File: src/rtl/jtopl_dac_serial.sv
// Float encoder and serialiser feeding a YM3014-style DAC.
// Ports: clk, rst_n, cenop, snd/snd_vld in; busy, dac_sd/clk/sh, ovr out.
module jtopl_dac_serial #(
    parameter int INW = 16
) (
    input  logic           clk,
    input  logic           rst_n,
    input  logic           cenop,
    input  logic [INW-1:0] snd,
    input  logic           snd_vld,
    output logic           busy,
    output logic           dac_sd,
    output logic           dac_clk,
    output logic           dac_sh,
    output logic           ovr
);

    typedef enum logic {IDLE, SHIFT} state_t;

    state_t      st, st_nx;
    logic [12:0] word, word_nx;
    logic [12:0] buf_q, buf_nx;
    logic        buf_v, buf_v_nx;
    logic [3:0]  slot, slot_nx;
    logic        ph, ph_nx;
    logic        ovr_nx;

    logic signed [15:0] x;
    logic signed [15:0] t;
    logic [2:0]         enc_e;
    logic [9:0]         enc_m;
    logic [12:0]        enc;
    logic [15:0]        frame;
    logic               last;

    assign x = 16'($signed(snd));

    // Walk exponents downward so the smallest fitting one wins.
    always_comb begin
        enc_e = 3'd7;
        enc_m = 10'(x >>> 6);
        t     = '0;
        for (int i = 6; i >= 1; i--) begin
            t = x >>> (i - 1);
            if (t[15:9] == 7'h00 || t[15:9] == 7'h7f) begin
                enc_e = 3'(i);
                enc_m = t[9:0];
            end
        end
    end

    assign enc  = {enc_e, enc_m};
    assign last = (st == SHIFT) && (slot == 4'd15) && ph;

    always_comb begin
        st_nx    = st;
        word_nx  = word;
        buf_nx   = buf_q;
        buf_v_nx = buf_v;
        slot_nx  = slot;
        ph_nx    = ph;
        ovr_nx   = ovr;
        if (cenop) begin
            ovr_nx = 1'b0;
            unique case (st)
                IDLE: begin
                    if (snd_vld) begin
                        word_nx = enc;
                        slot_nx = '0;
                        ph_nx   = 1'b0;
                        st_nx   = SHIFT;
                    end
                end
                SHIFT: begin
                    if (last) begin
                        slot_nx = '0;
                        ph_nx   = 1'b0;
                        if (buf_v) begin
                            // A sample arriving now refills the slot just
                            // drained, so it is not an overrun.
                            word_nx  = buf_q;
                            buf_v_nx = snd_vld;
                            if (snd_vld) buf_nx = enc;
                        end else if (snd_vld) begin
                            word_nx = enc;
                        end else begin
                            st_nx = IDLE;
                        end
                    end else begin
                        {slot_nx, ph_nx} = {slot, ph} + 5'd1;
                        if (snd_vld) begin
                            buf_nx   = enc;
                            buf_v_nx = 1'b1;
                            ovr_nx   = buf_v;
                        end
                    end
                end
                default: st_nx = IDLE;
            endcase
        end
    end

    always_ff @(posedge clk or negedge rst_n) begin
        if (!rst_n) begin
            st    <= IDLE;
            word  <= '0;
            buf_q <= '0;
            buf_v <= 1'b0;
            slot  <= '0;
            ph    <= 1'b0;
            ovr   <= 1'b0;
        end else begin
            st    <= st_nx;
            word  <= word_nx;
            buf_q <= buf_nx;
            buf_v <= buf_v_nx;
            slot  <= slot_nx;
            ph    <= ph_nx;
            ovr   <= ovr_nx;
        end
    end

    // Three leading zero slots, then mantissa and exponent LSB first.
    assign frame   = {word, 3'b000};
    assign busy    = (st == SHIFT);
    assign dac_sd  = busy & frame[slot];
    assign dac_clk = busy & ph;
    assign dac_sh  = busy & (slot == 4'd15);

endmodule
File: config.mk
export PLATFORM = sky130hd
export DESIGN_NAME = jtopl_dac_serial
export DESIGN_NICKNAME = d
export VERILOG_FILES = /design/src/rtl/jtopl_dac_serial.sv
export SDC_FILE = /design/constraint.sdc
export NUM_CORES = 1
export LEC_CHECK = 0
export CAP_MARGIN = 10
export CORE_MARGIN = 2
export CORE_UTILIZATION = 45
export DETAILED_ROUTE_END_ITERATION = 10
export GPL_ROUTABILITY_DRIVEN = 0
export PLACE_DENSITY_LB_ADDON = 0.3
export SYNTH_ARGS = -nofsm -noshare
export SYNTH_HDL_FRONTEND = slang
export SYNTH_SLANG_ARGS = --single-unit
File: constraint.sdc
create_clock -name clk -period 5 [get_ports clk]
set_input_delay 1 -clock clk [delete_from_list [all_inputs] [get_ports clk]]
set_output_delay 1 -clock clk [all_outputs]
set_load 0.05 [all_outputs]
==> results of run 1 <==
-- cell usage after synthesis (all sizes together) (2+ instances only) --
master  count  area (um^2)
dfrtp      34          851
nor2       24         90.1
a31oi      20          125
buf        15          105
o21ai      15         75.1
o22ai      15          100
a21oi      14         70.1
inv        14         52.6
a211oi     13          103
clkbuf     11         41.3
nand2      10         37.5
a22oi       9         67.6
mux2i       9         90.1
o221ai      9         78.8
a21o        7         52.6
nor3        7         40.0
nand3       6         30.0
nand4       6         37.5
ha          4         50.1
or3         4         25.0
and2        3         18.8
mux4        3         67.6
o211ai      3         22.5
or2         3         18.8
o211a       2         20.0
-- power breakdown --
group          internal (uW)  leakage [uW]  switching [uW]
Combinational            184      0.000660             211
Sequential               362      0.000372            78.9
Clock                    111     0.0000482            98.2
-- through the flow --
stage          power, uW  util, %  hold slack (ns)
6_report            1040     53.0            0.511
5_1_grt             1110     53.0            0.534
4_1_cts             1050     53.0            0.516
3_5_place_dp         839     51.2            0.502
3_3_place_gp         832     51.2            0.499
2_1_floorplan        731        -            0.481
-- worst reg2reg max path, stage by stage, from the launching register on --
cell and delay, ns:
dfrtp_1 0.57, nand3_1 0.19, o21ai_1 0.45, nand3_1 0.46
o22ai_1 0.31, a31oi_1 0.06
-- state kept, by name, summed over array words and instances, names as in the netlist --
name / cells
buf_q: 13
buf_v: 1
busy: 1
ovr: 1
ph: 1
slot: 4
word: 13
-- cells in the final DEF, fill, tap and decap left out, types with 3 or more instances in the layout --
| cell | n |
|---|---|
| a211oi_1 | 12 |
| a21o_1 | 7 |
| a21oi_1 | 14 |
| a22oi_1 | 9 |
| a31oi_1 | 20 |
| and2_1 | 3 |
| buf_4 | 3 |
| clkbuf_8 | 6 |
| clkdlybuf4s50_1 | 24 |
| dfrtp_1 | 34 |
| ha_1 | 4 |
| inv_1 | 14 |
| mux2i_1 | 9 |
| mux4_2 | 3 |
| nand2_1 | 10 |
| nand3_1 | 6 |
| nand4_1 | 6 |
| nor2_1 | 24 |
| nor3_1 | 6 |
| o211ai_1 | 3 |
| o21ai_0 | 13 |
| o221ai_1 | 9 |
| o22ai_1 | 14 |
| or3_1 | 4 |
-- worst paths after layout --
path,start,to,slack [ns],depth (start not counted)
max reg2reg,slot[0],word[6],2.83,5
min,buf_q[12],buf_q[12],0.51,1
max in group asynchronous,rst_n,buf_q[5],3.57,2
min in group asynchronous,rst_n,ovr,1.13,2
max,slot[0],dac_sd,1.56,4
min reg2reg,buf_q[12],buf_q[12],0.51,1
-- area by class of cell --
class                           count  area [um^2]
Clock buffer                        7         86.3
Clock inverter                      1         5.00
Fill cell                         493         2450
Inverter                           14         52.6
Multi-Input combinational cell    206         1410
Sequential cell                    34          851
Tap cell                           70         87.6
Timing Repair Buffer               27          263
-- kinds of logic after synthesis --
family / share of synthesized area, %
multiplexers: 6.86
adder cells (fa/ha/maj): 2.03
flip-flops: 34.5
AO/OA/AOI/OAI: 33.4
AND/OR/NAND/NOR: 15.1
buffers and inverters: 8.07
-- per-layer routing --
layer	part of all wire, %	global-route usage, %
met4	1.0	4.04
met3	3.5	3.37
met1	47	26.8
met2	49	34.5
met5	0	0
==> metrics.md, run 1 <==
| Metric | Value |
|---|---|
| Most used flip-flop cell after synthesis | dfrtp_1 |
| Core box area | 5200 um^2 |
| Longest Clk Path Bufs | 2 |
| Crit path buf inv count | 1 |
| DRT Pass-1 Iters | 5 |
| Die Ht | 78.0 um |
| Peak VDD IR | 0.000341 V |
| CTS tree | built |
| Hold Fails Final Rpt | 0 |
| CP Launch Type | register |
| Period utilization | 68.8% |
| RSZ-0062 raised after global routing | false |
| DRT iter0 DRCs | 126 |
| Layout cell share with drive strength beyond 1 | 7.96% |
| Die width | 78.0 um |
| Clock slew at reported path FFs | 0.07 ns |
| CTS buffer count | 5 |
| Critical Path AT | 2.44 ns |
| Worst endpoint required time | 4.00 ns |
| Syn avg cell area | 8.80 um^2 |
| Status | complete, no violations |
| Worst Skew | 0.00137 ns |
| Number of synthesis warnings | 0 |
| Overflow after GRT | 0 |
| Root Buffer | clkbuf_8 |
| F_max | 0.291 GHz |
| Resized Gates After CTS | 0 |
| Total GRT Usage | 20.1% |
| Power per cell area | 378 nW/um^2 |
| Mapped Cells | 280 |
| Worst slew margin | 44.2% |
| Most frequent CP cell | a211oi_1 |
| Max-cap viol count | 0 |
| Area Growth Syn to Fin | 12.0% |
| DRC viols | 0 |
| DRT antenna net count | 0 |
| Setup Fix Bufs, Post-CTS | 0 |
| CP max stage delay | 0.71 ns |
| Final setup fails | 0 |
| Diodes inserted | 0 |
| WL/cell | 16.2 um |
| Post-synth EDFFs | 0 |
| Pre-CTS setup slack | 1.34 ns |
| Critical-path cell list | mux4_2 -> a211oi_1 -> a211oi_1 -> clkdlybuf4s50_1 |
| CP top delay family | buffers and inverters |
| Ports | 25 |
| Post-synth ARST share | 100% |
| Net count after synthesis | 304 |
| Actual slew at the worst max-slew pin | 0.830 ns |
| CP Capture Type | output port |
| Final WS setup | 1.56 ns |
| CTS H-Tree Depth | 2 |
| CTS sink cnt | 34 |
| Yosys reg bits | 34 |
| Final worst path period need | 3.44 ns |
| Critical-path top delay cell | clkdlybuf4s50_1 |
| Synth Cell Area | 2460 um^2 |
| HP Class | reg2reg |
| Hpwl dp | 4100 um |
| Dpl cells | 351 |
| Largest net degree at the start of global routing | 35 |
| Clk_lat worst skew | 0.28 ns |
| Vias in the first global route | 2140 |
| Finished Cell Area | 2760 um^2 |
| Synth cell types | 52 |
| Row Count | 26 |
| PortBufs | 24 |
| Sequential area share after synthesis | 34.5% |
| Highest fanout seen on the critical path | 9 |
| Die area | 6080 um^2 |
| Pleak | 0.00108 uW |
| Initial Util | 47.3% |
| First-pass GRT wire length | 10000 um |
| Routed WL | 5830 um |
| Setup TNS | 0 ns |
| DP Area | 2670 um^2 |
| Routed vias/inst | 6.36 |
| Nets | 312 |
| Detailed-route via count | 2285 |
| Setup CP Type | reg2out |
| Slew Limit Fails | 0 |
| Layout Cells excl Fill | 359 |
| # hold bufs at CTS | 0 |
| Antenna violations before repair | 0 |
Power figures use the tool's default switching activity.
==> run 2, diff against run 1 <==
clock period = 2.85 ns   (was 5 ns; I/O delays follow)
==> run 2 against run 1 <==
Clock-buffer cell count decreased by 1. Sequential share of layout area shrank 1.8 points. Worst setup slack got worse by 1.3 ns.
==> metrics.md, run 2 (same netlist as run 1, synthesis figures left out) <==
| Metric | Value |
|---|---|
| Status | complete, no violations |
| Reg2reg path depth | 5 |
| Die area | 6080 um^2 |
| Core box area | 5200 um^2 |
| Die width | 78.0 um |
| CP Capture Type | register |
| RSZ-0062 raised after global routing | false |
| Hpwl dp | 4480 um |
| GRT met2 Usage | 35.3% |
| Overflow after GRT | 0 |
| HP Class | reg2reg |
| Row Count | 26 |
| Layout cell share with drive strength beyond 1 | 14.2% |
| Final setup fails | 0 |
| # hold bufs at CTS | 0 |
| PortBufs | 24 |
| CP Launch Point | snd[13] |
| CTS tree | built |
| Ports | 25 |
| CTS sink cnt | 34 |
| Area Growth Syn to Fin | 18.8% |
| Clock share of power | 18.4% |
| Period utilization | 90.7% |
| Setup CP Type | in2reg |
| Crit path buf inv count | 2 |
| Net switching power | 682 uW |
| CTS buffer count | 5 |
| Routed vias/inst | 6.12 |
| R2R setup slack | 0.91 ns |
| Critical Path AT | 2.79 ns |
| Worst slew margin | 44.4% |
| DRT antenna net count | 0 |
| Hold Fails Final Rpt | 0 |
| Switching portion of total power | 37.4% |
| Most common cell after layout, fill and taps aside | dfrtp_1 |
| Highest fanout seen on the critical path | 8 |
| Critical-path top delay cell | nor3_1 |
| Layer with the highest usage | met2 |
| Initial Util | 47.3% |
| Actual slew at the worst max-slew pin | 0.828 ns |
| Regs by FF count | buf_q x13, word x13, slot x4 |
| First-pass GRT wire length | 10300 um |
| Clk_lat worst skew | 0.28 ns |
| Met3 Use GR | 1.86% |
| Part of the power in registers | 42.4% |
| Finished Cell Area | 2930 um^2 |
| Reg2reg start | slot[0] |
| Peak VDD IR | 0.000514 V |
| Met1 Use GR | 27.5% |
| Vias in the first global route | 2205 |
| CP max stage delay | 0.71 ns |
| Detailed-route via count | 2319 |
| Power per cell area | 622 nW/um^2 |
| Antenna violations before repair | 0 |
| Root Buffer | clkbuf_8 |
| Cell-internal power | 1140 uW |
| Worst Skew | 0.00553 ns |
| Final worst path period need | 2.58 ns |
| F_max | 0.387 GHz |
| Min-delay src | buf_q[12] |
| DRC viols | 0 |
| Commonest non-fill, non-tap cells in the layout | 34 x dfrtp_1, 24 x nor2_1, 23 x clkdlybuf4s50_1, 23 x buf_4, 20 x a31oi_1 |
| CP Launch Type | input port |
| Levels on crit path | 7 |
| Worst endpoint required time | 3.06 ns |
| CP top delay family | simple AND/OR/NAND/NOR gates |
| DP Area | 2850 um^2 |
| Diodes inserted | 0 |
| Resized Gates After CTS | 0 |
| Total GRT Usage | 20.7% |
| Die Ht | 78.0 um |
| Setup Fix Bufs, Post-CTS | 0 |
| Routed WL | 5980 um |
| WL/cell | 15.8 um |
| Hold Path Depth | 1 |
| CTS H-Tree Depth | 2 |
| Logic gate share of total power | 39.2% |
| DRT Pass-1 Iters | 4 |
| Slew Limit Fails | 0 |
| Clock slew at reported path FFs | 0.07 ns |
| DRT iter0 DRCs | 147 |
| Critical-path cell list | clkdlybuf4s50_1 -> buf_4 -> nor2_1 -> a32oi_1 -> nor3_1 -> a22oi_1 -> a31oi_1 |
| Nets | 333 |
| Pleak | 0.00118 uW |
| Setup TNS | 0 ns |
| Max-cap viol count | 0 |
| Longest Clk Path Bufs | 2 |
| Largest net degree at the start of global routing | 35 |
-- run 2: cell types whose count changed in the layout (fill, tap and decap cells not counted), sizes merged --
cell | before | now
buf | 3 | 25
clkinvlp | 0 | 1
clkdlybuf4s50 | 24 | 23
clkbuf | 7 | 6
clkinv | 1 | 0
-- run 2: final timing paths --
| kind | to |
|---|---|
| worst max-delay path | buf_q[3] |
| worst min-delay path | buf_q[12] |
| max in group asynchronous | word[12] |
| worst min register to register | buf_q[12] |
| min in group asynchronous | buf_q[9] |
| worst max register to register | word[11] |
-- run 2: layout make-up --
type	count	area [um^2]
clock inverters	1	7.51
well taps	70	87.6
inverters	14	52.6
repair buffers	48	443
multi-input cells	206	1410
fillers	502	2280
flip-flops and latches	34	851
clock buffers	6	72.6
-- run 2: stage by stage --
stage               setup slack (ns)  cells  utilization [%]  hold slack [ns]  total power [uW]
detailed placement            0.0156    372             54.7            0.510              1490
global placement              0.0213    372             54.7            0.506              1480
CTS                            0.299    379             56.3            0.524              1830
finish                         0.266    379             56.3            0.526              1820
floorplan                     0.0904    280                -            0.274              1280
global route                  0.0883    379             56.3            0.558              1950
-- run 2: power groups by stage --
stage	Combinational, uW	Clock, uW	Sequential (uW)
2_1_floorplan	569	0	712
3_3_place_gp	704	0	776
3_5_place_dp	712	0	782
4_1_cts	714	341	773
5_1_grt	788	360	801
6_report	713	335	772
-- run 2: per-layer routing --
| metal | wire [um] | share of wire [%] |
|---|---|---|
| met1 | 2690 | 45 |
| met2 | 3010 | 50 |
| met3 | 217 | 3.6 |
| met4 | 60 | 1.0 |
| met5 | 0 | 0 |
